--- src/rtl/chan_mux_arb.sv ---
// N-channel valid/ready mux: external select or round-robin grant, registered output beat.
// Latency: one cycle from input transfer to out_valid. Backpressure: a held beat stalls every in_ready until out_ready.
module chan_mux_arb #(
    parameter int WIDTH  = 8,
    parameter int N      = 4,
    parameter int USE_RR = 0,
    localparam int SELW  = $clog2(N)
) (
    input  logic                 clk,
    input  logic                 rst,
    input  logic [N-1:0]         in_valid,
    input  logic [N*WIDTH-1:0]   in_data,
    output logic [N-1:0]         in_ready,
    input  logic [SELW-1:0]      sel,
    output logic                 out_valid,
    output logic [WIDTH-1:0]     out_data,
    output logic [SELW-1:0]      out_chan,
    input  logic                 out_ready
);

    logic [SELW-1:0]  g;
    logic             gv;
    logic             can_load;
    logic             xfer;
    logic [WIDTH-1:0] g_data;

    assign can_load = !out_valid || out_ready;

    generate
        if (USE_RR == 0) begin : g_sel
            // Non-power-of-2 N leaves select codes with no channel behind them.
            assign g  = sel;
            assign gv = (int'(sel) < N);
        end else begin : g_rr
            logic [SELW-1:0] ptr;
            logic            unused_sel;

            assign unused_sel = ^sel;
            assign gv         = |in_valid;

            // First valid channel scanning upward from ptr with wrap.
            always_comb begin
                int  idx;
                logic found;
                g     = ptr;
                found = 1'b0;
                for (int k = 0; k < N; k++) begin
                    idx = int'(ptr) + k;
                    if (idx >= N) idx = idx - N;
                    if (!found && in_valid[idx]) begin
                        g     = SELW'(idx);
                        found = 1'b1;
                    end
                end
            end

            always_ff @(posedge clk) begin
                if (rst) begin
                    ptr <= '0;
                end else if (xfer) begin
                    ptr <= (int'(g) == N - 1) ? '0 : g + 1'b1;
                end
            end
        end
    endgenerate

    always_comb begin
        in_ready = '0;
        if (can_load && gv && !rst) in_ready[g] = 1'b1;
    end

    assign xfer = |(in_valid & in_ready);

    always_comb begin
        g_data = '0;
        for (int i = 0; i < N; i++) begin
            if (g == SELW'(i)) g_data = in_data[i*WIDTH +: WIDTH];
        end
    end

    // out_data/out_chan keep their last beat when the register drains empty.
    always_ff @(posedge clk) begin
        if (rst) begin
            out_valid <= 1'b0;
            out_data  <= '0;
            out_chan  <= '0;
        end else if (can_load) begin
            out_valid <= xfer;
            if (xfer) begin
                out_data <= g_data;
                out_chan <= g;
            end
        end
    end

endmodule

--- config.mk ---
export PLATFORM = sky130hd
export DESIGN_NAME = chan_mux_arb
export DESIGN_NICKNAME = d
export VERILOG_FILES = /design/src/rtl/chan_mux_arb.sv
export SDC_FILE = /design/constraint.sdc
export NUM_CORES = 1
export LEC_CHECK = 0
export CAP_MARGIN = 0
export CORE_AREA = 2 2 54 56
export CTS_CLUSTER_DIAMETER = 60
export CTS_CLUSTER_SIZE = 25
export DETAILED_ROUTE_END_ITERATION = 16
export DIE_AREA = 0 0 56 58
export PLACE_DENSITY = 0.72
export SLEW_MARGIN = 0
export SYNTH_ARGS = -nofsm -noshare
export SYNTH_HDL_FRONTEND = slang
export SYNTH_SLANG_ARGS = --single-unit
--- constraint.sdc ---
create_clock -name clk -period 1.4 [get_ports clk]
set_input_delay 0.28 -clock clk [delete_from_list [all_inputs] [get_ports clk]]
set_output_delay 0.28 -clock clk [all_outputs]
set_load 0.05 [all_outputs]
==> key figures <==
Worst setup path
  – Delay of the slowest cell on the worst path: 0.35 ns
  – Data required time of the critical path: 1.12 ns
  – Most frequent cell on the critical path: sky130_fd_sc_hd__buf_12
  – Critical path arrival: 1.33 ns
  – Kind of start point of the critical path: flop
  – CP max stage cell: sky130_fd_sc_hd__dfxtp_4
  – Worst path bufs/invs: 2
  – Family of cells with the greatest summed delay on the critical path: simple AND/OR/NAND/NOR gates
  – Worst Path Max Fanout: 3
  – Worst R2R Setup Slack: -0.12 ns
  – Critical path endpoint category: output pin
  – Ordered cell list for the critical path: nor2b_4 -> buf_12 -> nor4b_4 -> buf_12
  – Category of the critical setup timing path: reg -> out

Power and ir drop
  – Power density over cell area: 683 nW/µm²
  – Standby leakage power: slightly below 0.7 nW
  – Switching portion of total power: 0.345
  – Logic pwr share: 0.519
  – Highest ir drop seen on vdd: ~0.47 mV
  – Pint: 0.810 mW
  – Net Switching: 0.426 mW
  – Clock group share of total power: 0.179
  – Tot Pwr: around 1.2 mW
  – Share of total power in sequential cells: 0.302

Layout
  – Ant diodes: 0
  – Final net count: between 150 and 200
  – Syn-to-layout area delta: 139%
  – Final standard cell area without fillers: 1810 µm²
  – Layout cells sized above 1: 0.527
  – Filler cell count: 199
  – Share of the core filled with cells: 0.680

Floorplanning
  – Std-Cell Rows: 19
  – Initial standard-cell utilization of the core: 0.284
  – Core Region: ~2700 µm²
  – Count of pins on the block boundary: 56
  – Vert. Die Dim: between 50 and 60 µm
  – Die Footprint: around 3200 µm²
  – Die width: around 56 µm

Placement
  – Quantity of I/O buffers inserted on ports: between 50 and 60
  – Setup Slack @ Placement: -0.538 ns
  – Post-detail-place hpwl: 2.20 mm
  – Post-DP Area: 1670 µm²
  – Final Wtd Congestion: approximately 0.91

Global routing
  – Total GRT Usage: 0.183
  – Pin count of the biggest net entering global routing: 12
  – Global-route wire length before repair: ~4.5 mm
  – Overall overflow remaining after global route: 0
  – Number of global-route vias before repair: 1023
  – Number of antenna violations at the first check in global routing: 0

Hold path
  – HP Class: reg -> reg

Synthesis
  – Number of instances in the synthesized netlist: 74
  – Count of yosys warnings during synthesis: 0
  – Summed instance area of the synthesized netlist: 757 µm²
  – Number of enable flip-flop cells after synthesis: 0
  – Async SR Flop Fraction: 0
  – Number of distinct library cell variants in the gate-level netlist after synthesis: 27
  – Post-synthesis register bit count: 11
  – Net count after synthesis: ~120
  – Sequential share of the synthesized area: 0.291
  – Top FF cell, synth: sky130_fd_sc_hd__dfxtp_1
  – Syn Area/Cell: 10.2 µm²

Clock network
  – Insertion delay of the later-clocked pin in the worst-skew pair: ~0.27 ns
  – H-tree levels: 1
  – Inserted Clock Buffers: 3
  – # clock sinks: 11
  – CTS tree: done
  – Clk Tree Root Cell: sky130_fd_sc_hd__clkbuf_4
  – Clock transition time at the flip-flop clock pins of the worst setup and hold paths: roughly 0.080 ns
  – CTS max path bufs: 2

Timing
  – Fin crit share: 1.15
  – Time the final worst path needs with I/O delays and setup: 1.61 ns
  – Count of final hold-check violations: 0
  – Rel. slew slack: 0.749
  – Fmax: 0.620 GHz
  – Worst Hold Margin: just under 0.5 ns
  – RSZ-0062 raised after global routing: yes
  – Worst-Margin Slew: 0.377 ns
  – Count of final setup violators: 14
  – Final clock skew: 0.00180 ns
  – Post-route setup slack: -0.214 ns
  – Max Slew Vio Count: 0

Routing
  – Via Count: 906
  – Final routed wire length divided by cell count: 16.0 µm
  – Drt total wl: 2.83 mm
  – First DRT Iteration DRCs: 19
  – Routed via count divided by cell count: 5.12
  – Number of nets with antenna violations after detailed routing: 0
  – First drt pass iteration count: 4
  – Post-detailed-route DRC marker count: 0

Status
  – Outcome: complete, but fails checks
  – Violated checks: negative setup slack

Flow run
  – Number of violations of the max-capacitance limit: 0
## Yosys cell counts (all sizes together), types with 2 or more instances
cell,n,area [µm²]
nand3,9,45.0
nor4b,2,17.5
clkbuf,2,8.75
nor4,2,12.5
nor3,4,36.3
a21oi,10,53.8
mux2i,2,23.8
nor2,2,7.51
buf,6,57.6
dfxtp,11,220
o21ai,8,40.0
mux4,8,180
## routing by layer
metal / vias to the layer above / track usage / part of all wire
met4: 0 / 0.0680 / 0.012
met1: 424 / 0.182 / 0.32
li1: 427 / - / -
met5: - / 0 / 0
met3: 4 / 0.0357 / 0.079
met2: 51 / 0.371 / 0.59
## flip-flops by register name, summed over array words and instances, names as in the netlist
name and count:
out_chan 2, out_data 8, out_valid 1
## cell families after synthesis
family                 Yosys count  share of synthesized area
and+or+nand+nor                 25                      0.203
AOI/OAI and AO/OA               18                      0.124
muxes                           11                      0.289
DFF                             11                      0.291
buffers and inverters            9                     0.0925
## timing repair
action | CTS | global route
hold buffers | 0 | 0
gates cloned | 1 | 0
resized for setup | 21 | 3
setup endpoints to repair | 15 | 14
pin swaps | 14 | 3
buffers inserted | 5 | 0
## per-stage QoR
step | cells | setup TNS (ns)
finish | 177 | -1.50
floorplan | 74 | -1.29
CTS | 177 | -1.56
detailed placement | 167 | -7.07
global placement | 167 | -6.29
global route | 177 | -2.15
## power by group through the flow
stage	clock (mW)	combinational (mW)	sequential, mW
3_3_place_gp	0	0.582	0.382
5_1_grt	0.248	0.671	0.378
2_1_floorplan	0	0.209	0.459
6_report	0.221	0.642	0.374
4_1_cts	0.229	0.637	0.373
3_5_place_dp	0	0.593	0.382
## worst paths after layout
kind,depth (start not counted),start,endpoint
setup / recovery,4,out_valid,in_ready[3]
hold / removal,2,out_data[7],out_data[7]
setup reg to reg,7,out_valid,out_chan[0]
hold reg to reg,2,out_data[7],out_data[7]
## worst register-to-register path, cell delays in order, from the launching register on
cell and delay, ns:
sky130_fd_sc_hd__dfxtp_4 0.35, sky130_fd_sc_hd__nor2b_4 0.14, sky130_fd_sc_hd__buf_12 0.13, sky130_fd_sc_hd__buf_4 0.13, sky130_fd_sc_hd__or3_4 0.38, sky130_fd_sc_hd__buf_6 0.14
sky130_fd_sc_hd__a21oi_2 0.10, sky130_fd_sc_hd__nor2_1 0.05
## layout make-up
class                           instances  area, µm²  area share
Timing Repair Buffer                   76        902       0.499
Clock inverter                          1       5.00     0.00277
Clock buffer                            3       22.5      0.0124
Inverter                                1       3.75     0.00207
Sequential cell                        11        224       0.124
Multi-Input combinational cell         54        613       0.339
Tap cell                               31       38.8      0.0214
## layout by cell type, fill, tap and decap left out, drive strengths merged, types with 2 or more instances in the layout
cell,Yosys,final
mux2i,2,2
nor4b,2,2
o21ai,8,8
buf,6,36
clkbuf,2,4
nor3,4,4
clkdlybuf4s50,0,36
dlygate4sd2,0,2
mux4,8,8
nand3,9,9
a21oi,10,10
dfxtp,11,11
nor4,2,2
nor2,2,2
Note: power is estimated with default switching activity, not from simulation.
